===== src/rtl/alerta_farois_if.sv =====
// ============================================================================
// Module   : alerta_farois_if
// Brief    : Switch-side and driver-side signal bundle for alerta_farois.
// Revision : 1.0 - initial release
// ============================================================================
`default_nettype none

interface alerta_farois_if #(
  parameter int N_FAROIS = 2
);
  logic [N_FAROIS-1:0] farol;
  logic                porta;
  logic                chave;
  logic                confirma;
  logic                sinalizador;
  logic                buzina;
  logic [N_FAROIS-1:0] desliga;
  logic [1:0]          estado;

  modport master (
    output farol, porta, chave, confirma,
    input  sinalizador, buzina, desliga, estado
  );

  modport slave (
    input  farol, porta, chave, confirma,
    output sinalizador, buzina, desliga, estado
  );
endinterface

`default_nettype wire


===== src/rtl/alerta_farois.sv =====
// ============================================================================
// Module   : alerta_farois
// Brief    : Headlight warning controller: debounced door/key, pulsed buzzer,
//            optional timed auto-off (enabled by defining AUTO_DESLIGA_EN).
// Revision : 1.0 - initial release
// ============================================================================
`default_nettype none

module alerta_farois #(
  parameter int N_FAROIS        = 2,
  parameter int DEBOUNCE_CICLOS = 4,
  parameter int T_AVISO         = 16,
  parameter int BIP_CICLOS      = 2
) (
  input  wire logic      clock,
  input  wire logic      reset,
  alerta_farois_if.slave bus
);

  localparam int c_DEB_W  = $clog2(DEBOUNCE_CICLOS + 1);
  localparam int c_BEEP_W = $clog2(2 * BIP_CICLOS);
  localparam logic [c_DEB_W-1:0]  c_DEB_LAST  = c_DEB_W'(DEBOUNCE_CICLOS - 1);
  localparam logic [c_BEEP_W-1:0] c_BEEP_LAST = c_BEEP_W'(2 * BIP_CICLOS - 1);
  localparam logic [c_BEEP_W-1:0] c_BEEP_HALF = c_BEEP_W'(BIP_CICLOS);
`ifdef AUTO_DESLIGA_EN
  localparam int c_TIMER_W = $clog2(T_AVISO);
  localparam logic [c_TIMER_W-1:0] c_TIMER_LAST = c_TIMER_W'(T_AVISO - 1);
`endif

  typedef enum logic [1:0] {
    S_OCIOSO     = 2'd0,
    S_AVISO      = 2'd1,
    S_DESLIGANDO = 2'd2,
    S_SILENCIADO = 2'd3
  } estado_t;

  generate
    if (N_FAROIS < 1 || N_FAROIS > 8 || DEBOUNCE_CICLOS < 1 ||
        T_AVISO < 2 || BIP_CICLOS < 1) begin : g_param_err
      $error("alerta_farois: parameter out of range");
    end
  endgenerate

  logic [N_FAROIS-1:0] r_farol;
  logic [1:0]          w_raw;
  logic [1:0]          w_filt;
  logic                w_cond;

  always_ff @(posedge clock) begin
    if (reset) begin
      r_farol <= '0;
    end else begin
      r_farol <= bus.farol;
    end
  end

  assign w_raw = {bus.chave, bus.porta};

  // Index 0 filters the door contact, index 1 the key contact.
  generate
    for (genvar i = 0; i < 2; i++) begin : g_deb
      logic               r_filt;
      logic [c_DEB_W-1:0] r_cnt;

      always_ff @(posedge clock) begin
        if (reset) begin
          r_filt <= 1'b1;
          r_cnt  <= '0;
        end else if (w_raw[i] == r_filt) begin
          r_cnt <= '0;
        end else if (r_cnt == c_DEB_LAST) begin
          r_filt <= w_raw[i];
          r_cnt  <= '0;
        end else begin
          r_cnt <= r_cnt + 1'b1;
        end
      end

      assign w_filt[i] = r_filt;
    end
  endgenerate

  assign w_cond = (|r_farol) & ~(w_filt[0] & w_filt[1]);

  estado_t             r_estado, w_estado_nxt;
  logic [c_BEEP_W-1:0] r_beep, w_beep_nxt;
`ifdef AUTO_DESLIGA_EN
  logic [c_TIMER_W-1:0] r_timer, w_timer_nxt;
  logic [N_FAROIS-1:0]  r_mask, w_mask_nxt;
`endif

  always_ff @(posedge clock) begin
    if (reset) begin
      r_estado <= S_OCIOSO;
      r_beep   <= '0;
`ifdef AUTO_DESLIGA_EN
      r_timer  <= '0;
      r_mask   <= '0;
`endif
    end else begin
      r_estado <= w_estado_nxt;
      r_beep   <= w_beep_nxt;
`ifdef AUTO_DESLIGA_EN
      r_timer  <= w_timer_nxt;
      r_mask   <= w_mask_nxt;
`endif
    end
  end

  always_comb begin
    w_estado_nxt = r_estado;
    w_beep_nxt   = r_beep;
`ifdef AUTO_DESLIGA_EN
    w_timer_nxt  = r_timer;
    w_mask_nxt   = r_mask;
`endif
    case (r_estado)
      S_OCIOSO: begin
        if (w_cond) begin
          w_estado_nxt = S_AVISO;
          w_beep_nxt   = '0;
`ifdef AUTO_DESLIGA_EN
          w_timer_nxt  = '0;
`endif
        end
      end
      S_AVISO: begin
        if (!w_cond) begin
          w_estado_nxt = S_OCIOSO;
        end else if (bus.confirma) begin
          w_estado_nxt = S_SILENCIADO;
`ifdef AUTO_DESLIGA_EN
        end else if (r_timer == c_TIMER_LAST) begin
          w_estado_nxt = S_DESLIGANDO;
          w_mask_nxt   = r_farol;
`endif
        end else begin
`ifdef AUTO_DESLIGA_EN
          w_timer_nxt = r_timer + 1'b1;
`endif
          w_beep_nxt = (r_beep == c_BEEP_LAST) ? '0 : r_beep + 1'b1;
        end
      end
      S_DESLIGANDO: begin
        w_estado_nxt = S_SILENCIADO;
      end
      S_SILENCIADO: begin
        if (!w_cond) begin
          w_estado_nxt = S_OCIOSO;
        end
      end
      default: begin
        w_estado_nxt = S_OCIOSO;
      end
    endcase
  end

  assign bus.estado      = r_estado;
  assign bus.sinalizador = (r_estado != S_OCIOSO);
  assign bus.buzina      = (r_estado == S_AVISO) && (r_beep < c_BEEP_HALF);
`ifdef AUTO_DESLIGA_EN
  assign bus.desliga     = (r_estado == S_DESLIGANDO) ? r_mask : '0;
`else
  assign bus.desliga     = '0;
`endif

endmodule

`default_nettype wire


===== src/flat_wrapper.sv =====
// flat-port wrapper written by rule: the top's interface ports become plain ports
module alerta_farois_flat 
#(
  parameter int N_FAROIS        = 2,
  parameter int DEBOUNCE_CICLOS = 4,
  parameter int T_AVISO         = 16,
  parameter int BIP_CICLOS      = 2
)
  (clock, reset, bus_farol, bus_porta, bus_chave, bus_confirma, bus_sinalizador, bus_buzina, bus_desliga, bus_estado);
  alerta_farois_if #(.N_FAROIS(N_FAROIS)) bus_i ();
  input  wire logic clock;
  input  wire logic reset;
  input wire logic [$bits(bus_i.farol)-1:0] bus_farol;
  input wire logic [$bits(bus_i.porta)-1:0] bus_porta;
  input wire logic [$bits(bus_i.chave)-1:0] bus_chave;
  input wire logic [$bits(bus_i.confirma)-1:0] bus_confirma;
  output wire logic [$bits(bus_i.sinalizador)-1:0] bus_sinalizador;
  output wire logic [$bits(bus_i.buzina)-1:0] bus_buzina;
  output wire logic [$bits(bus_i.desliga)-1:0] bus_desliga;
  output wire logic [$bits(bus_i.estado)-1:0] bus_estado;
  assign bus_i.farol = bus_farol;
  assign bus_i.porta = bus_porta;
  assign bus_i.chave = bus_chave;
  assign bus_i.confirma = bus_confirma;
  assign bus_sinalizador = bus_i.sinalizador;
  assign bus_buzina = bus_i.buzina;
  assign bus_desliga = bus_i.desliga;
  assign bus_estado = bus_i.estado;
  alerta_farois #(.N_FAROIS(N_FAROIS), .DEBOUNCE_CICLOS(DEBOUNCE_CICLOS), .T_AVISO(T_AVISO), .BIP_CICLOS(BIP_CICLOS)) u_core (.clock(clock), .reset(reset), .bus(bus_i));
endmodule

===== config.mk =====
export PLATFORM = sky130hd
export DESIGN_NAME = alerta_farois_flat
export DESIGN_NICKNAME = d
export VERILOG_FILES = /design/src/rtl/alerta_farois_if.sv /design/src/rtl/alerta_farois.sv /design/src/flat_wrapper.sv
export SDC_FILE = /design/constraint.sdc
export NUM_CORES = 1
export LEC_CHECK = 0
export BUFFER_PORTS_ARGS = -buffer_cell sky130_fd_sc_hd__buf_2
export CAP_MARGIN = 25
export CORE_ASPECT_RATIO = 1.2
export CORE_UTILIZATION = 38
export DETAILED_ROUTE_END_ITERATION = 6
export MAX_ROUTING_LAYER = met4
export PLACE_DENSITY = 0.7
export SLEW_MARGIN = 25
export SYNTH_ARGS = -nofsm -noshare
export SYNTH_HDL_FRONTEND = slang
export SYNTH_SLANG_ARGS = --single-unit

===== constraint.sdc =====
create_clock -name clock -period 1.9 [get_ports clock]
set_input_delay 0.285 -clock clock [delete_from_list [all_inputs] [get_ports clock]]
set_output_delay 0.285 -clock clock [all_outputs]
set_load 0.03 [all_outputs]

==> results_dict.tcl <==
set metrics [dict create \
    port_buffers 10 \
    firstDrtPassIters 2 \
    fin_setup_tns_ns 0 \
    drt_iter0_markers 3 \
    synth-seq-area-share 0.468 \
    coreArea_sq_mm 0.00145 \
    worst_slack_ns 0.467 \
    drive_above_1_share 0.239 \
    cts_buffer_depth 2 \
    worstPathMaxFanout 9 \
    timing.hold.ws_ns 0.220 \
    yosys.area.top_type "dfxtp_1" \
    final_cells 88 \
    die-area_sq_mm 0.00174 \
    grt_usage 0.138 \
    synth_cells 59 \
    slew_violations 0 \
    post-cts-setup-buffer-count 0 \
    n_antenna_cell 0 \
    power_switching_share 0.208 \
    critPathArrivalTime_ns 1.15 \
    path_class "reg -> out" \
    multi_input_area_sq_um 289 \
    synth_cell_types 26 \
    first_global_vias 417 \
    crit_slowest_cell "dfxtp_1" \
    setup_viol 0 \
    skew_ns 0.00405 \
    cp_cell_sequence "nor3b_1 -> buf_2" \
    cts_tree "done" \
    grt_pass1_wl_mm 1.56 \
    preCtsSetupSlack_ns 0.602 \
    die_h_microns 45.5 \
    final_nets 84 \
    rows 15 \
    synth-edff-count 0 \
    grt_max_degree 12 \
    hold_path_class "in -> reg" \
    crit_buf_inv 1 \
    post-route-min-period_ns 1.43 \
    max-cap-violations 0 \
    async_reset_ff_frac 0 \
    htreeDepth 1 \
    end_kind "primary output" \
    p_switching_w 0.000114 \
    p_per_area_mw_per_mm2 789 \
    vias_per_cell 4.74 \
    yosysTopAreaCellShare 0.468 \
    netlist_area_sq_um 599 \
    rsz0062_at_grt "no" \
    clk_root_buffer_cell "clkbuf_4" \
    clkLatencyLatePin_ns 0.27 \
    hold_violations 0 \
    io_pins 13 \
    p_clk_frac 0.375 \
    ys_ff_latch 14 \
    fmax_mhz 698 \
    critPathTopFamily "flip-flops" \
    crit_required_ns 1.62 \
    numCtsBuffers 3 \
    hold_buffers 0 \
    seqPwrFrac 0.559 \
    cts.sinks 14 \
    initial_core_util 0.415 \
    antenna_violating_nets_post_route 0 \
    avgSynthCellArea_sq_um 10.2 \
    synthTopCellsByArea "dfxtp_1, ha_1, nor2b_1, nor2_1, a211o_1" \
    hpwl_microns 660 \
    drc_errors 0 \
    overflow 0 \
    outcome "complete, no violations" \
    num_vias 417 \
    min_period_over_period 0.754 \
    fill_cells 133 \
    cts_resized 0 \
    dp_cells 84 \
    drt-total-wl_microns 839 \
    seq_area_sq_um 280 \
    synth_ff_type "dfxtp_1" \
    p_comb_frac 0.066 \
    clkTransAtPathRegs_ns 0.08 \
    die_x_microns 38.3 \
    start_kind "flop" \
    power.internal_w 0.000433 \
    cpPeakStageDelay_ns 0.45 \
    p_leak_nw 0.325 \
    yosysWarnings 0 \
    gp_congestion 0.701 \
    p_total_w 0.000546 \
    wire_per_inst_microns 9.53 \
    antenna_found_initial 0 \
    syn_to_final_growth_pct 15.4 \
    vdd_drop_max_mv 0.550 \
]
==> kinds of logic (layout without fill, tap and decap cells) <==
family / after synthesis / after routing / synth area share
compound gates: 11 / 11 / 0.152
xor+xnor: 2 / 2 / 0.0292
fa+ha+maj: 5 / 5 / 0.104
buf+inv: 7 / 18 / 0.0563
flops: 14 / 14 / 0.468
other cells: 1 / 2 / 0.00626
simple gates: 19 / 19 / 0.184
==> cell usage after synthesis, drive strengths merged (2+ instances only) <==
| library cell | count |
|---|---|
| inv | 4 |
| or3 | 2 |
| a211o | 2 |
| nor2 | 6 |
| a21oi | 2 |
| buf | 2 |
| dfxtp | 14 |
| ha | 5 |
| xnor2 | 2 |
| nor2b | 4 |
==> sequential cells by signal (all words and copies together) (netlist names) <==
| signal | cells |
|---|---|
| u_core.g_deb.r_cnt | 6 |
| u_core.r_farol | 2 |
| u_core.bus.estado | 2 |
| u_core.g_deb.r_filt | 2 |
| u_core.r_beep | 2 |
==> cell type report <==
class,instances,area share
clock buffers,4,0.0524
multi-input cells,39,0.418
flip-flops and latches,14,0.405
inverters,4,0.0217
well taps,17,0.0307
repair buffers,10,0.0723
==> cells in the final DEF, fill, tap and decap left out, drive strengths merged, types with 4 or more instances in the layout <==
cell type / count
buf: 10
clkbuf: 4
dfxtp: 14
ha: 5
inv: 4
nor2: 6
nor2b: 4
==> routing by layer <==
layer	GRT usage	wire length [microns]	vias to the layer above
met3	0.0294	44	2
met5	-	0	-
li1	-	-	222
met1	0.129	369	183
met2	0.227	403	10
met4	0.129	23	0
==> power groups by stage <==
stage          sequential, W  clock (W)  combinational [W]
2_1_floorplan       0.000312          0          0.0000280
6_report            0.000305   0.000205          0.0000360
3_3_place_gp        0.000312          0          0.0000357
4_1_cts             0.000305   0.000212          0.0000366
3_5_place_dp        0.000312          0          0.0000364
5_1_grt             0.000306   0.000230          0.0000425
==> final timing paths <==
kind                                    to                startpoint  slack, ns  depth (start not counted)
setup reg to reg  u_core.g_deb[0].r_cnt[1]  u_core.g_deb[0].r_cnt[0]       0.60                          4
hold / removal           u_core.r_farol[0]              bus_farol[0]       0.22                          2
hold reg to reg   u_core.g_deb[0].r_cnt[0]  u_core.g_deb[0].r_cnt[0]       0.43                          1
setup / recovery                bus_buzina      u_core.bus.estado[0]       0.47                          2
==> metrics by stage <==
stage	util	area, sq um
6_report	0.479	692
4_1_cts	0.479	692
3_3_place_gp	0.454	656
3_5_place_dp	0.454	656
5_1_grt	0.479	692
2_1_floorplan	-	603
Note: power is estimated with default switching activity, not from simulation.
